$ cat src/rtl/regfile_seq_pkg.sv
// Shared opcodes and sequencer state encoding for the register-file instruction sequencer.
package regfile_seq_pkg;

    localparam logic [2:0] OP_NOP = 3'd0;
    localparam logic [2:0] OP_LDI = 3'd1;
    localparam logic [2:0] OP_MOV = 3'd2;
    localparam logic [2:0] OP_ADD = 3'd3;
    localparam logic [2:0] OP_SUB = 3'd4;
    localparam logic [2:0] OP_AND = 3'd5;
    localparam logic [2:0] OP_OR  = 3'd6;
    localparam logic [2:0] OP_XOR = 3'd7;

    typedef enum logic [1:0] {
        ST_INIT  = 2'd0,
        ST_IDLE  = 2'd1,
        ST_READ  = 2'd2,
        ST_WRITE = 2'd3
    } state_t;

endpackage

$ cat src/rtl/regfile_alu.sv
// Combinational ALU: result/carry for one register-transfer opcode.
module regfile_alu
    import regfile_seq_pkg::*;
#(
    parameter int DATA_W = 8
) (
    input  logic [2:0]        op,
    input  logic [DATA_W-1:0] a,
    input  logic [DATA_W-1:0] b,
    input  logic [DATA_W-1:0] imm,
    output logic [DATA_W-1:0] result,
    output logic              carry
);

    always_comb begin
        result = '0;
        carry  = 1'b0;
        case (op)
            OP_LDI: result = imm;
            OP_MOV: result = a;
            OP_ADD: {carry, result} = {1'b0, a} + {1'b0, b};
            OP_SUB: begin
                result = a - b;
                carry  = (a < b);
            end
            OP_AND: result = a & b;
            OP_OR:  result = a | b;
            OP_XOR: result = a ^ b;
            default: ;
        endcase
    end

endmodule

$ cat src/rtl/regfile_seq.sv
// Instruction sequencer driving an external register file: accept, read operands, write result.
module regfile_seq
    import regfile_seq_pkg::*;
#(
    parameter int DATA_W     = 8,
    parameter int ADDR_W     = 3,
    parameter int INIT_CLEAR = 1
) (
    input  logic              clk,
    input  logic              rst,
    input  logic              in_valid,
    output logic              in_ready,
    input  logic [2:0]        in_op,
    input  logic [ADDR_W-1:0] in_dst,
    input  logic [ADDR_W-1:0] in_srca,
    input  logic [ADDR_W-1:0] in_srcb,
    input  logic [DATA_W-1:0] in_imm,
    output logic [ADDR_W-1:0] AA,
    output logic [ADDR_W-1:0] BA,
    input  logic [DATA_W-1:0] Data_A,
    input  logic [DATA_W-1:0] Data_B,
    output logic [ADDR_W-1:0] DA,
    output logic [DATA_W-1:0] Data_in,
    output logic              WR,
    output logic              done,
    output logic              busy,
    output logic              init_done,
    output logic              flag_z,
    output logic              flag_c
);

    localparam int     NREGS    = 2 ** ADDR_W;
    localparam state_t ST_RESET = (INIT_CLEAR != 0) ? ST_INIT : ST_IDLE;

    state_t              state, state_nxt;
    logic [ADDR_W-1:0]   sweep_cnt;
    logic [ADDR_W-1:0]   dst_q, srca_q, srcb_q;
    logic [2:0]          op_q;
    logic [DATA_W-1:0]   imm_q, result_q;
    logic [DATA_W-1:0]   alu_res;
    logic                alu_c;
    logic                sweep_last;

    assign sweep_last = (sweep_cnt == ADDR_W'(NREGS - 1));

    regfile_alu #(.DATA_W(DATA_W)) u_alu (
        .op     (op_q),
        .a      (Data_A),
        .b      (Data_B),
        .imm    (imm_q),
        .result (alu_res),
        .carry  (alu_c)
    );

    always_ff @(posedge clk or negedge rst) begin
        if (!rst) state <= ST_RESET;
        else      state <= state_nxt;
    end

    always_comb begin
        state_nxt = state;
        case (state)
            ST_INIT:  if (sweep_last) state_nxt = ST_IDLE;
            ST_IDLE:  if (in_valid)   state_nxt = ST_READ;
            ST_READ:  state_nxt = ST_WRITE;
            ST_WRITE: state_nxt = ST_IDLE;
            default:  state_nxt = ST_IDLE;
        endcase
    end

    // Outputs are qualified by rst so a mid-operation reset kills WR in the same instant.
    always_comb begin
        in_ready = 1'b0;
        WR       = 1'b0;
        DA       = '0;
        Data_in  = '0;
        done     = 1'b0;
        busy     = 1'b0;
        if (rst) begin
            case (state)
                ST_INIT: begin
                    WR   = 1'b1;
                    DA   = sweep_cnt;
                    busy = 1'b1;
                end
                ST_IDLE:  in_ready = 1'b1;
                ST_READ:  busy = 1'b1;
                ST_WRITE: begin
                    busy    = 1'b1;
                    done    = 1'b1;
                    WR      = (op_q != OP_NOP);
                    DA      = dst_q;
                    Data_in = result_q;
                end
                default: ;
            endcase
        end
    end

    assign AA = srca_q;
    assign BA = srcb_q;

    always_ff @(posedge clk or negedge rst) begin
        if (!rst) begin
            sweep_cnt <= '0;
            init_done <= 1'b0;
            op_q      <= OP_NOP;
            dst_q     <= '0;
            srca_q    <= '0;
            srcb_q    <= '0;
            imm_q     <= '0;
            result_q  <= '0;
            flag_z    <= 1'b0;
            flag_c    <= 1'b0;
        end else begin
            if (state == ST_INIT) begin
                sweep_cnt <= sweep_cnt + ADDR_W'(1);
                if (sweep_last) init_done <= 1'b1;
            end
            if (state == ST_IDLE && in_valid) begin
                op_q   <= in_op;
                dst_q  <= in_dst;
                srca_q <= in_srca;
                srcb_q <= in_srcb;
                imm_q  <= in_imm;
            end
            // NOP keeps the previous flags so software can still test them afterwards.
            if (state == ST_READ) begin
                result_q <= alu_res;
                if (op_q != OP_NOP) begin
                    flag_z <= (alu_res == '0);
                    flag_c <= alu_c;
                end
            end
        end
    end

endmodule
$ cat config.mk
export PLATFORM = sky130hd
export DESIGN_NAME = regfile_seq
export DESIGN_NICKNAME = d
export VERILOG_FILES = /design/src/rtl/regfile_seq_pkg.sv /design/src/rtl/regfile_alu.sv /design/src/rtl/regfile_seq.sv
export SDC_FILE = /design/constraint.sdc
export NUM_CORES = 1
export LEC_CHECK = 0
export CORE_MARGIN = 1
export CORE_UTILIZATION = 45
export DETAILED_ROUTE_END_ITERATION = 16
export GPL_TIMING_DRIVEN = 0
export PLACE_DENSITY = 0.72
export SKIP_LAST_GASP = 1
export SYNTH_ARGS = -nofsm -noshare
export SYNTH_HDL_FRONTEND = slang
export SYNTH_SLANG_ARGS = --single-unit
$ cat constraint.sdc
create_clock -name clk -period 3.3 [get_ports clk]
set_input_delay 0.99 -clock clk [delete_from_list [all_inputs] [get_ports clk]]
set_output_delay 0.99 -clock clk [all_outputs]
set_load 0.005 [all_outputs]
# Word-level counts from Yosys, hierarchy flattened
# Index checks and enable logic that the tools add are counted.
# word_totals
output_inout_bits	24
register_bits	36
# op_classes
magnitude_cmp	1
reduce_logical	8
n_bitwise	3
n_mux	17
eq_ne	13
add_sub_neg	3
# ops
operator	n
$pmux 8 s7	1
$mux 8	2
$eq 3x3->1 const B	5
$add 8x8->9	1
$and 8x8->8	1
$logic_not 8->1	1
$lt 8x8->1	1
$or 8x8->8	1
$pmux 2 s4	1
$sub 8x8->8	1
$xor 8x8->8	1
$mux 1	7
$eq 3x2->1 const B	2
$pmux 3 s2	1
$reduce_and 2->1	3
$eq 2x2->1 const B	2
$mux 2	2
$ne 2x2->1 const B	2
$pmux 1 s2	2
$add 3x1->3 const B	1
$eq 3x1->1 const B	1
$mux 3	1
$reduce_bool 3->1	1
$reduce_or 3->1	1
other kinds (3)	3

# Logic depth before layout (Yosys ltp)
# depth
ltp_word	4
ltp_mapped	11
ltp_nobuf	11

# Modules after synthesis
# Synthesis repeated with hierarchy kept, for this count alone.
# unflattened
cells_unflattened	301
hier_area_um2	3035.4
# by_module_without_submodules
module	cells_per_inst	instances	area_per_inst_um2
regfile_seq	118	1	1714.1
regfile_alu	183	1	1321.3

# Least setup slack after synthesis
# OpenSTA, ideal clock, no wires.
# synth_timing
path_kind	input-to-reg
startpoint	input port Data_A[0]
endpoint	register flag_z
required_time_ns	3.233
path_slack_ns	0.462
arrival_time_ns	2.771
n_path_buf	0
cell_stages	10
path_cell_list	inv_1 > ha_1 > inv_1 > fa_1 > nor2b_1 > o21ai_1 > a31oi_1 > a221o_1 > nor4_1 > a32o_1
# synth_via
elab_chain_cells	3
elab_cells_between_ends	7
# synth_lines
element	line_no	rtl
start, declared	regfile_seq.sv:20	input logic [DATA_W-1:0] Data_A,
$sub 8x8->8 (tied with other cells)	regfile_alu.sv:23	result = a - b;
$pmux 8 s7 (*)	regfile_alu.sv:18	case (op)
$logic_not 8->1 (*)	regfile_seq.sv:131	flag_z <= (alu_res == '0);
end signal, assigned	regfile_seq.sv:131	
end, declared	regfile_seq.sv:28	output logic flag_z,
# Mark *: on every way between the ends. The rest lies on a longest branch, timed or not.
# A chain may end at the register's enable or synchronous reset.

# Final worst setup path
# layout_timing
startpoint	input port Data_A[2]
endpoint	register flag_z
# Same word-level chain as after synthesis.

==> results.sh <==
export IMPL_outcome="completed"
export IMPL_grt_max_degree=49
export IMPL_dp_hpwl_um=5580
export IMPL_synth_nets=391
export IMPL_gr_total_overflow=0
export IMPL_crit_required_ns=3.49
export IMPL_rr_startpoint="op_q[1]"
export IMPL_antenna_diode_count=0
export IMPL_clock_fmax_mhz=314
export IMPL_setup_worst_path_end_class="flip-flop"
export IMPL_ant_nets=0
export IMPL_hold_viol=0
export IMPL_antenna_found_initial=0
export IMPL_drc=0
export IMPL_multi_input_area_um2=1830
export IMPL_rsz0062_at_grt="no"
export IMPL_r2r_end="flag_z"
export IMPL_place_area_um2=3590
export IMPL_synth_warnings=0
export IMPL_vias=2592
export IMPL_initial_core_util_pct=47.5
export IMPL_r2r_slack_ns=1.07
export IMPL_power_mw=2.77
export IMPL_finalClockSkew_ns=0.00661
export IMPL_ioPinCount=63
export IMPL_grt_pass1_wl_um=11400
export IMPL_via_per_inst=5.59
export IMPL_cp_startpoint="Data_A[2]"
export IMPL_final_cell_mix="clkdlybuf4s50_1 (60), dfrtp_1 (36), inv_1 (33), ha_1 (29), a21oi_1 (26)"
export IMPL_crit_type="in2reg"
export IMPL_min_to="init_done"
export IMPL_leakage_nw=1.71
export IMPL_die_h_um=82.0
export IMPL_holdCritPathClass="reg2reg"
export IMPL_period_share_pct=96.4
export IMPL_syn_area_um2=2880
export IMPL_worstMarginPinSlew_ns=0.649
export IMPL_min_from="init_done"
export IMPL_clkSinkCount=36
export IMPL_final_cell_area_um2=3780
export IMPL_synthCells=319
export IMPL_globalRouteTotalUtil_pct=22.9
export IMPL_ys_seq_elements=36
export IMPL_mostFrequentLayoutCell="clkdlybuf4s50_1"
export IMPL_core_area_um2=6060
export IMPL_synth_cell_types=55
export IMPL_clockBufferDepth=2
export IMPL_synth_edff_count=0
export IMPL_numCtsBuffers=5
export IMPL_seq_area_frac_synth_pct=31.3
export IMPL_grt_pass1_vias=2390
export IMPL_period_needed_ns=3.18
export IMPL_fin_tns_setup_ns=0
export IMPL_port_buffers=62
export IMPL_postSynth_asyncResetShare_pct=100
export IMPL_register_area_um2=901
export IMPL_wl_per_cell_um=15.8
export IMPL_firstDrtPassIters=6
export IMPL_h_tree_depth=2
export IMPL_area_growth_pct=31.3
export IMPL_drv_cap=0
export IMPL_clockRootBuffer="clkbuf_8"
export IMPL_final_util_pct=62.3
export IMPL_irDropWorstVdd_v=0.000486
export IMPL_tritoncts="built"
export IMPL_clkLatencyLatePin_ns=0.29
export IMPL_wl_um=7340
export IMPL_clkSlewWorstSetupHoldPaths_ns=0.08
export IMPL_die_area_um2=6720
export IMPL_slew_headroom_pct=56.8
export IMPL_worst_path_max_fanout=6
export IMPL_drive_gt1_share_pct=14.9
export IMPL_crit_path_start_kind="input port"
export IMPL_drtIter0Drc=187
export IMPL_layout_nets=460
export IMPL_fin_hold_ws_ns=0.499
export IMPL_r2r_cells=8
export IMPL_slew_viol_final=0
export IMPL_die_x_um=82.0
export IMPL_crit_arrival_ns=3.37
export IMPL_synth_ff_type="dfrtp_1"
export IMPL_ctsHoldBuffers=0
export IMPL_hold_path_depth=1
export IMPL_gp_congestion=0.880
export IMPL_fillers=542
export IMPL_fp_row_count=28
export IMPL_syn_area_per_cell_um2=9.02
export IMPL_pwr_density_cell_nw_per_um2=732
export IMPL_finalSetupViolCount=0
## what timing repair did
action / CTS / global route
pin swaps: 0 / 3
buffers inserted: 0 / 2
gates cloned: 0 / 0
endpoints found under the setup margin: 15 / 5
gates resized for setup: 2 / 14
## power by group
group          internal, mW  total (mW)  switching (mW)
clock network         0.223       0.388           0.165
logic                 0.780        1.60           0.818
registers             0.658       0.779           0.121
total                  1.66        2.77            1.10
## state kept, by name, indices dropped and copies added (netlist names)
| signal | count |
|---|---|
| flag_z | 1 |
| sweep_cnt | 3 |
| dst_q | 3 |
| op_q | 3 |
| AA | 3 |
| flag_c | 1 |
| state | 2 |
| imm_q | 8 |
| BA | 3 |
| result_q | 8 |
| init_done | 1 |
## critical path, cell delays in order
cell and delay, ns:
clkdlybuf4s50_1 0.55, inv_1 0.10, ha_4 0.32, inv_1 0.08
or4_4 0.54, a21oi_2 0.14, nor3_1 0.06, a31oi_2 0.25
nor4_2 0.09, a32o_1 0.24
## cell families after synthesis
family / synth area share (%)
fa+ha+maj: 14.9
mux: 11.8
simple gates: 14.2
xor+xnor: 0.304
buf+inv: 7.17
compound gates: 20.3
flops: 31.3
## area by class of cell
type	count	area share, %
multi-input combinational	231	48.5
clock buffer	5	1.82
clock inverter	3	1.13
buffer	16	1.89
tap	75	2.48
timing repair buffer	64	17.0
inverter	34	3.38
sequential	36	23.8
## cell usage after synthesis, drive strengths merged, types with 3 or more instances
master / n / area [µm²]
mux2: 24 / 270
buf: 7 / 37.5
a21oi: 27 / 139
a22oi: 8 / 60.1
nand2b: 4 / 25.0
ha: 31 / 388
and3: 8 / 50.1
inv: 34 / 128
and2: 4 / 25.0
a221oi: 6 / 52.6
mux2i: 7 / 70.1
o22ai: 5 / 31.3
nand2: 18 / 67.6
nor2b: 8 / 50.1
clkbuf: 11 / 41.3
o21ai: 13 / 65.1
or2: 3 / 18.8
nor3: 3 / 15.0
nor4: 3 / 25.0
dfrtp: 36 / 901
a31oi: 6 / 43.8
nor2: 21 / 78.8
## worst max-delay path by stage
stage	to	depth (start not counted)	slack (ns)
3_5_place_dp	Data_in[6]	4	-0.44
6_report	flag_z	10	0.12
3_3_place_gp	Data_in[6]	4	-1.44
5_1_grt	flag_z	12	0.004
4_1_cts	flag_z	12	0.004
2_1_floorplan	flag_z	10	0.46
## metal layers
metal	GRT usage [%]	up-vias	wire length (µm)
met5	0	-	0
met4	7.37	0	110
met3	4.22	11	494
met2	36.3	89	3360
met1	31.4	1222	3380
li1	-	1270	-
## per-stage QoR
step / cells / setup WS (ns)
floorplan: 319 / 0.462
global placement: 456 / -1.44
detailed placement: 456 / -0.440
CTS: 463 / 0.00433
global route: 464 / 0.00428
finish: 464 / 0.118
No activity file was read; power rests on OpenSTA's default activity.
